==> src/rtl/serial_mem_pkg.sv <==
// serial_mem_pkg: shared constants and types for the serial RAM read path.
//   DEF_* constants are the default pin counts, slot length and RAM response
//   delay. The CYCLES, ADDR_BITS and DATA_BITS values are derived from them.
//   The tag type is used only when SERIAL_MEM_TAG_EN is defined.
package serial_mem_pkg;

  localparam int DEF_ADDR_PINS   = 4;
  localparam int DEF_DATA_PINS   = 4;
  localparam int DEF_LOG2_CYCLES = 2;
  localparam int DEF_RESP_DELAY  = 6;

  localparam int DEF_CYCLES    = 2 ** DEF_LOG2_CYCLES;
  localparam int DEF_ADDR_BITS = DEF_ADDR_PINS * DEF_CYCLES;
  localparam int DEF_DATA_BITS = DEF_DATA_PINS * DEF_CYCLES;

  localparam int TAG_BITS = 4;

  typedef logic [TAG_BITS-1:0] tag_t;

endpackage

==> src/rtl/serial_mem_deser.sv <==
// serial_mem_deser: collects the data nibbles returned by the serial RAM into
// a full response word.
//   clk, reset  clock and asynchronous active-high reset
//   load_en     sample data_in this cycle (a read's nibble is on the pins)
//   done_en     this cycle carries the last nibble of a read
//   data_in     serial data pins from the RAM
//   word_out    completed word, held until the next completion
//   done_out    one-cycle strobe, aligned with word_out updating
module serial_mem_deser #(
  parameter int DATA_PINS = 4,
  parameter int CYCLES    = 4,
  localparam int DATA_BITS = DATA_PINS * CYCLES
) (
  input  logic                 clk,
  input  logic                 reset,
  input  logic                 load_en,
  input  logic                 done_en,
  input  logic [DATA_PINS-1:0] data_in,
  output logic [DATA_BITS-1:0] word_out,
  output logic                 done_out
);

  logic [DATA_BITS-1:0] shift_q, shift_d;
  logic [DATA_BITS-1:0] word_q, word_d;
  logic                 done_q, done_d;

  // The LSB nibble arrives first. Each new nibble enters at the top, so after
  // CYCLES shifts the first nibble sits at the bottom of the word.
  always_comb begin
    shift_d = shift_q;
    if (load_en) begin
      shift_d = {data_in, shift_q[DATA_BITS-1:DATA_PINS]};
    end
    word_d = done_en ? shift_d : word_q;
    done_d = done_en;
  end

  always_ff @(posedge clk or posedge reset) begin
    if (reset) begin
      shift_q <= '0;
      word_q  <= '0;
      done_q  <= 1'b0;
    end else begin
      shift_q <= shift_d;
      word_q  <= word_d;
      done_q  <= done_d;
    end
  end

  assign word_out = word_q;
  assign done_out = done_q;

endmodule

==> src/rtl/serial_mem_reader.sv <==
// serial_mem_reader: read-side controller for the serial RAM link.
//   Each parallel read request is sent as nibble-serial address slots, one slot
//   every CYCLES clocks. The returned data nibbles are then rebuilt into a full
//   response word.
//   clk, reset          clock and asynchronous active-high reset
//   req_valid/req_ready request handshake; ready only in the last slot phase
//   req_addr            read address
//   addr_out            registered serial address pins, LSB nibble first
//   data_in             serial data pins from the RAM
//   rsp_valid/rsp_data  one-cycle completion pulse and held read data
// Optional macro SERIAL_MEM_TAG_EN adds req_tag/rsp_tag. The tag travels with
// each in-flight read.
module serial_mem_reader
  import serial_mem_pkg::*;
#(
  parameter int ADDR_PINS   = DEF_ADDR_PINS,
  parameter int DATA_PINS   = DEF_DATA_PINS,
  parameter int LOG2_CYCLES = DEF_LOG2_CYCLES,
  parameter int RESP_DELAY  = DEF_RESP_DELAY,
  localparam int CYCLES    = 2 ** LOG2_CYCLES,
  localparam int ADDR_BITS = ADDR_PINS * CYCLES,
  localparam int DATA_BITS = DATA_PINS * CYCLES
) (
  input  logic                 clk,
  input  logic                 reset,
  input  logic                 req_valid,
  output logic                 req_ready,
  input  logic [ADDR_BITS-1:0] req_addr,
  output logic [ADDR_PINS-1:0] addr_out,
  input  logic [DATA_PINS-1:0] data_in,
  output logic                 rsp_valid,
  output logic [DATA_BITS-1:0] rsp_data
`ifdef SERIAL_MEM_TAG_EN
  ,
  input  tag_t                 req_tag,
  output tag_t                 rsp_tag
`endif
);

  localparam int DEPTH = RESP_DELAY + CYCLES;
  localparam logic [LOG2_CYCLES-1:0] PH_LAST = '1;

  logic [LOG2_CYCLES-1:0] ph_q, ph_d;
  logic [ADDR_BITS-1:0]   addr_q, addr_d;
  logic                   busy_q, busy_d;
  logic [ADDR_PINS-1:0]   addr_out_q, addr_out_d;
  // Bit k is set while an accepted read is k clocks past its first address nibble.
  logic [DEPTH-1:0]       flight_q, flight_d;
  logic                   accept;
  logic                   load_en;
  logic                   done_en;

  assign req_ready = (ph_q == PH_LAST);
  assign accept    = req_valid && req_ready;

  // addr_out is registered, so each edge loads the nibble for the next phase.
  // The accepting edge loads nibble 0 for the new slot.
  always_comb begin
    ph_d       = ph_q + 1'b1;
    addr_d     = addr_q;
    busy_d     = busy_q;
    addr_out_d = '0;
    flight_d   = {flight_q[DEPTH-2:0], accept};
    if (req_ready) begin
      busy_d = accept;
      if (accept) begin
        addr_d     = req_addr;
        addr_out_d = req_addr[ADDR_PINS-1:0];
      end
    end else if (busy_q) begin
      addr_out_d = addr_q[ph_d*ADDR_PINS +: ADDR_PINS];
    end
  end

  always_ff @(posedge clk or posedge reset) begin
    if (reset) begin
      ph_q       <= '0;
      addr_q     <= '0;
      busy_q     <= 1'b0;
      addr_out_q <= '0;
      flight_q   <= '0;
    end else begin
      ph_q       <= ph_d;
      addr_q     <= addr_d;
      busy_q     <= busy_d;
      addr_out_q <= addr_out_d;
      flight_q   <= flight_d;
    end
  end

  assign addr_out = addr_out_q;

  // Read data nibbles are on the pins RESP_DELAY..RESP_DELAY+CYCLES-1 clocks
  // after the slot starts. Back-to-back slots keep these windows contiguous
  // and aligned.
  assign load_en = |flight_q[RESP_DELAY +: CYCLES];
  assign done_en = flight_q[DEPTH-1];

  serial_mem_deser #(
    .DATA_PINS (DATA_PINS),
    .CYCLES    (CYCLES)
  ) u_deser (
    .clk      (clk),
    .reset    (reset),
    .load_en  (load_en),
    .done_en  (done_en),
    .data_in  (data_in),
    .word_out (rsp_data),
    .done_out (rsp_valid)
  );

`ifdef SERIAL_MEM_TAG_EN
  logic [DEPTH-1:0][TAG_BITS-1:0] tag_pipe_q, tag_pipe_d;
  tag_t                           rsp_tag_q, rsp_tag_d;

  always_comb begin
    tag_pipe_d = {tag_pipe_q[DEPTH-2:0], (accept ? req_tag : tag_t'(0))};
    rsp_tag_d  = done_en ? tag_pipe_q[DEPTH-1] : rsp_tag_q;
  end

  always_ff @(posedge clk or posedge reset) begin
    if (reset) begin
      tag_pipe_q <= '0;
      rsp_tag_q  <= '0;
    end else begin
      tag_pipe_q <= tag_pipe_d;
      rsp_tag_q  <= rsp_tag_d;
    end
  end

  assign rsp_tag = rsp_tag_q;
`endif

endmodule
==> config.mk <==
export PLATFORM = sky130hd
export DESIGN_NAME = serial_mem_reader
export DESIGN_NICKNAME = d
export VERILOG_FILES = /design/src/rtl/serial_mem_pkg.sv /design/src/rtl/serial_mem_deser.sv /design/src/rtl/serial_mem_reader.sv
export SDC_FILE = /design/constraint.sdc
export NUM_CORES = 1
export LEC_CHECK = 0
export CAP_MARGIN = 40
export CORE_MARGIN = 2
export CORE_UTILIZATION = 43
export CTS_CLUSTER_SIZE = 40
export DETAILED_ROUTE_END_ITERATION = 10
export PLACE_DENSITY = 0.74
export SLEW_MARGIN = 20
export SYNTH_ARGS = -nofsm -noshare
export SYNTH_HDL_FRONTEND = slang
export SYNTH_SLANG_ARGS = --single-unit
==> constraint.sdc <==
create_clock -name clk -period 2.8 [get_ports clk]
set_input_delay 0.84 -clock clk [delete_from_list [all_inputs] [get_ports clk]]
set_output_delay 0.84 -clock clk [all_outputs]
set_load 0.01 [all_outputs]
==> impl_metrics.csv, run 1 <==
group,metric,value,unit
floorplan,die_height,77.0,µm
finish,synthToLayoutAreaGrowth,30.9,%
power,p_leak,1.36,nW
power,ir_drop,0.000424,V
finish,n_antenna_cell,0,
min_path,whs_path_depth,0,
route,drc_errors,0,
clock_tree,h-tree-depth,3,
timing,setup_ws,290,ps
setup_path,path_max_fanout,9,
clock_tree,root_buffer,"clkbuf_8",
power,power_density,697,mW/mm²
timing,fmax,398,MHz
run_status,status,"completed",
setup_path,critPathMaxStageDelay,610,ps
min_path,worstHoldPathType,"flip-flop to flip-flop",
global_route,grt_max_degree,36,
finish,final_cell_area,0.00300,mm²
finish,num-fill-cells,424,
synth,synth_top_area_share,67.7,%
global_route,grt_pass1_vias,1303,
global_route,grt_remaining_overflow,0,
clock_tree,cts_tree,"done",
synth,syn_area_per_cell,16.6,µm²
clock_tree,clkSinkCount,62,
floorplan,core-area,0.00514,mm²
clock_tree,clk_latency,330,ps
route,routed_via_density,4.80,
finish,drive_gt1_share,32.1,%
synth,syn-instance-count,138,
clock_tree,postCtsSetupBuffers,0,
clock_tree,cts_resized,0,
min_path,whs_endpoint,"flight_q[6]$_DFF_PP0_",
setup_path,worst_setup_path_start_kind,"flip-flop",
synth,synthTopCellsByArea,"dfrtp_1 (68%), mux2_2 (20%), mux2i_1 (3.5%)",
run,max_cap_violations,0,
synth,synth_area,0.00229,mm²
route,dr_total_vias,1263,
global_route,grt_pass1_wl,6.32,mm
floorplan,die_w,77.0,µm
timing,max-slew-margin-rel,46.9,%
placed_design,portBuffers,44,
route,drt_iter0_markers,56,
setup_path,worstSetupStartpoint,"ph_q[0]$_DFF_PP0_",
clock_tree,holdBufCountCts,0,
timing,setup_viol,0,
setup_path,crit_type,"flip-flop to primary output",
timing,final-hold-violation-count,0,
global_route,antenna_found_initial,0,
route,ant_nets,0,
setup_path,cp-end-kind,"primary output",
min_path,hp-start,"flight_q[5]$_DFF_PP0_",
setup_path,crit_required,1960,ps
finish,final_cells,263,
timing,skew,8.19,ps
route,drt_wl_total,3.72,mm
setup_path,r2r_end,"u_deser.shift_q[12]$_DFF_PP0_",
setup_path,critPathArrivalTime,1670,ps
placed_design,hpwl,2.63,mm
floorplan,dieArea,0.00593,mm²
clock_tree,clkTransAtPathRegs,70,ps
floorplan,initial_core_util,44.6,%
timing,rsz0062_at_grt,"false",
synth,synth_area_leader_cell,"dfrtp_1",
placed_design,placed_area,0.00280,mm²
setup_path,slowest_stage,"clkdlybuf4s50_1",
timing,worst_pin_slew,791,ps
setup_path,r2r_start,"flight_q[9]$_DFF_PP0_",
timing,drv_slew,0,
route,post_drt_wl_per_cell,14.1,µm
clock_tree,clk_path_buf_depth,2,
route,first_pass_iters,4,
synth,ys_warn_count,0,
floorplan,num_rows,26,
setup_path,r2r_setup_slack,790,ps
synth,ys_types,16,
clock_tree,cts_inserted_buffers,9,
setup_path,reg2reg_depth,2,
finish,nNetsFinal,212,
timing,final.min_clock_period,2510,ps
synth,yosysSeqAreaShare,67.7,%
placed_design,place_ws,400,ps
synth,yosys_register_bits,62,
timing,setup_tns,0,ps
timing,fin_crit_sh,89.6,%
placed_design,dp_cells,247,
synth,syn-num-nets,162,
floorplan,io_pins,45,
placed_design,globalplace.congestion,0.748,
global_route,grt.total_usage,14.0,%
setup_path,path_cells,"ha_1, clkdlybuf4s50_1",
routing by layer:
metal | wire length, µm | part of all wire, % | track usage [%]
met1 | 1600 | 43 | 17.5
met2 | 1850 | 50 | 21.9
met3 | 192 | 5.2 | 3.76
met4 | 74 | 2.0 | 8.57
met5 | 0 | 0 | 0
critical path: cells and delay by family, from the launching register on:
family,cells,cell delay (ps)
DFF,1,400
buffers and inverters,1,610
adders and majority gates,1,330
cell usage in the layout, fill, tap and decap left out:
cell / instances
a21bo_2: 4
buf_12: 1
bufinv_16: 1
clkbuf_1: 2
clkbuf_8: 11
clkdlybuf4s50_1: 44
clkinv_2: 1
clkinvlp_4: 1
dfrtp_1: 62
ha_1: 1
inv_1: 3
inv_2: 1
mux2_2: 40
mux2i_1: 8
nand2_1: 1
nand3_1: 4
nand3b_1: 1
nor4_4: 1
o21ai_0: 1
o221ai_1: 4
or3b_2: 1
Yosys cell counts, drive strengths merged:
cell,number
a21bo,4
buf,5
clkbuf,1
dfrtp,62
ha,1
inv,4
mux2,40
mux2i,8
nand2,1
nand3,4
nand3b,1
nor4,1
o21ai,1
o221ai,4
or3b,1
logic make-up after synthesis:
logic type | after synthesis | synth area share (%)
adders and majority gates | 1 | 0.546
buffers and inverters | 10 | 2.46
and+or+nand+nor | 8 | 2.67
DFF | 62 | 67.7
AOI/OAI and AO/OA | 9 | 3.49
muxes | 48 | 23.1
state kept, by name, summed over array words and instances, names as in the netlist:
| signal | count |
|---|---|
| u_deser.word_out | 16 |
| ph_q | 2 |
| u_deser.shift_q | 12 |
| flight_q | 10 |
| u_deser.done_out | 1 |
| busy_q | 1 |
| addr_q | 16 |
| addr_out | 4 |
worst max path at each step:
stage                                         to  slack, ps
after floorplan            addr_out[0]$_DFF_PP0_        420
after global placement     addr_q[8]$_DFFE_PP0P_        480
after detailed placement  addr_q[14]$_DFFE_PP0P_        400
after CTS                              req_ready        290
after global routing                   req_ready        230
final                                  req_ready        290
through the flow:
| stage | utilization, % | hold slack (ps) | power [mW] |
|---|---|---|---|
| after global placement | 54.5 | 336 | 1.32 |
| final | 58.4 | 347 | 2.09 |
| after CTS | 58.4 | 345 | 2.12 |
| after global routing | 58.4 | 358 | 2.19 |
| after floorplan | - | 331 | 1.19 |
| after detailed placement | 54.5 | 335 | 1.34 |
power breakdown:
part           switching (mW)  total [mW]  internal [mW]
registers              0.0535        1.04          0.991
clock network           0.315       0.774          0.459
logic                  0.0921       0.273          0.181
total                   0.461        2.09           1.63
layout make-up:
type / count / area [µm²] / area share [%]
flip-flops and latches: 62 / 1550 / 51.7
inverters: 4 / 15.0 / 0.500
clock buffers: 13 / 159 / 5.30
multi-input cells: 66 / 684 / 22.8
clock inverters: 3 / 42.5 / 1.42
well taps: 70 / 87.6 / 2.92
repair buffers: 45 / 460 / 15.3
No activity file was read; power rests on OpenSTA's default activity.
==> inputs of run 2 (changes only) <==
- CTS_CLUSTER_SIZE: 40 -> default
- clock period: 2.8 -> 2.7 ns (I/O delays scaled with it)
==> run 2 against run 1 <==
Sequential power is 4% higher; sequential cell count stayed put; largest cell class unchanged; utilization is 0.29 points higher; via count is 1.3% higher; worst setup slack worse by 72 ps; combinational power up 4%; clock power rose by 6.3%.
==> impl_metrics.csv, run 2 (synthesis results as in run 1) <==
group,metric,value,unit
placed_design,portBuffers,44,
finish,n_antenna_cell,0,
timing,rsz0062_at_grt,"false",
timing,drv_slew,0,
timing,max-slew-margin-rel,49.2,%
timing,setup_viol,0,
floorplan,die_height,77.0,µm
run,max_cap_violations,0,
route,dr_total_vias,1279,
setup_path,cp-end-kind,"primary output",
floorplan,num_rows,26,
setup_path,critPathArrivalTime,1670,ps
global_route,grt_pass1_vias,1326,
clock_tree,root_buffer,"clkbuf_8",
min_path,hp-start,"flight_q[0]$_DFF_PP0_",
timing,fin_crit_sh,91.9,%
global_route,grt_remaining_overflow,0,
finish,nNetsFinal,213,
setup_path,slowest_stage,"clkdlybuf4s50_1",
setup_path,crit_family,"buffers and inverters",
timing,final.min_clock_period,2480,ps
setup_path,critPathMaxStageDelay,610,ps
timing,setup_ws,218,ps
global_route,grt_pass1_wl,6.27,mm
route,ant_nets,0,
clock_tree,postCtsSetupBuffers,0,
placed_design,dp_cells,248,
power,power_frac_comb,13.0,%
clock_tree,cts_tree,"done",
setup_path,r2r_start,"ph_q[0]$_DFF_PP0_",
power,power_density,727,mW/mm²
power,seqPwrFrac,49.4,%
clock_tree,clkSinkCount,62,
clock_tree,clkTransAtPathRegs,70,ps
power,intPower,1.69,mW
global_route,antenna_found_initial,0,
placed_design,hpwl,2.65,mm
floorplan,dieArea,0.00593,mm²
finish,synthToLayoutAreaGrowth,31.6,%
finish,final_cell_area,0.00302,mm²
timing,final-hold-violation-count,0,
timing,setup_tns,0,ps
timing,skew,5.11,ps
route,routed_via_density,4.84,
power,clockPowerShare,37.6,%
power,switching_share,22.8,%
setup_path,crit_type,"flip-flop to primary output",
route,post_drt_wl_per_cell,14.2,µm
route,drt_iter0_markers,59,
clock_tree,clk_path_buf_depth,2,
setup_path,path_max_fanout,9,
power,finalPower,2.19,mW
floorplan,initial_core_util,44.6,%
setup_path,worstSetupStartpoint,"ph_q[0]$_DFF_PP0_",
setup_path,worst_setup_path_start_kind,"flip-flop",
placed_design,placed_area,0.00281,mm²
clock_tree,cts_inserted_buffers,9,
setup_path,crit_required,1890,ps
finish,final_cell_mix,"dfrtp_1 (62), clkdlybuf4s50_1 (44), mux2_2 (40)",
clock_tree,holdBufCountCts,0,
power,p_leak,1.36,nW
setup_path,path_cells,"ha_1, clkdlybuf4s50_1",
finish,num-fill-cells,416,
global_route,grt_max_degree,36,
power,power_switching,0.501,mW
floorplan,core-area,0.00514,mm²
min_path,worstHoldPathType,"flip-flop to flip-flop",
finish,final_common_cell,"dfrtp_1",
finish,drive_gt1_share,33.5,%
placed_design,place_ws,323,ps
run_status,status,"completed",
floorplan,die_w,77.0,µm
timing,fmax,403,MHz
finish,final_cells,264,
setup_path,critPathBufInv,1,
clock_tree,clk_latency,320,ps
placed_design,globalplace.congestion,0.750,
power,ir_drop,0.000360,V
route,first_pass_iters,6,
clock_tree,cts_resized,0,
floorplan,io_pins,45,
route,drt_wl_total,3.74,mm
route,drc_errors,0,
clock_tree,h-tree-depth,3,
global_route,grt.total_usage,14.0,%
timing,worst_pin_slew,762,ps
run 2: final cells by class:
cell class              count  area (µm²)  area share, %
flip-flops and latches     62        1550           51.5
multi-input cells          66         684           22.7
repair buffers             46         468           15.5
clock buffers              11         151           5.02
well taps                  70        87.6           2.90
clock inverters             5        57.6           1.91
inverters                   4        15.0          0.498
run 2: worst paths after layout:
check	end	slack (ps)	cells past startpoint
max	req_ready	220	2
min	flight_q[1]$_DFF_PP0_	350	0
max reg2reg	addr_q[14]$_DFFE_PP0P_	920	3
min reg2reg	flight_q[1]$_DFF_PP0_	350	0
max in group asynchronous	u_deser.word_out[8]$_DFFE_PP0P_	1260	3
min in group asynchronous	flight_q[3]$_DFF_PP0_	870	2
run 2: per-layer routing:
metal  track usage, %  vias up  wire length, µm
met1             16.7      634             1610
li1                 -      591                -
met3             6.00        2              250
met4             6.43        0               23
met5                0        -                0
met2             21.9       52             1860
run 2: worst reg2reg max path, delay by kind of cell (launching register included):
kind / cells / cell delay (ps)
multiplexers: 1 / 410
adder cells (fa/ha/maj): 1 / 320
AND/OR/NAND/NOR: 1 / 520
flip-flops: 1 / 410
run 2: metrics by stage:
stage	utilization [%]	hold slack (ps)
2_1_floorplan	-	331
6_report	58.7	349
3_3_place_gp	54.6	337
4_1_cts	58.7	348
5_1_grt	58.7	369
3_5_place_dp	54.6	335
run 2: power by group through the flow:
stage | sequential [mW] | clock, mW | combinational, mW
final | 1.08 | 0.823 | 0.285
after global routing | 1.10 | 0.884 | 0.306
after CTS | 1.08 | 0.845 | 0.291
after detailed placement | 1.10 | 0 | 0.289
after global placement | 1.09 | 0 | 0.279
after floorplan | 1.11 | 0 | 0.122
==> inputs of run 3 (changes only) <==
- SKIP_CTS_REPAIR_TIMING: default -> 1
- SLEW_MARGIN: 20 -> 15
==> results of run 3 <==
Final layout, timing and power as in run 2 (identical DEF).
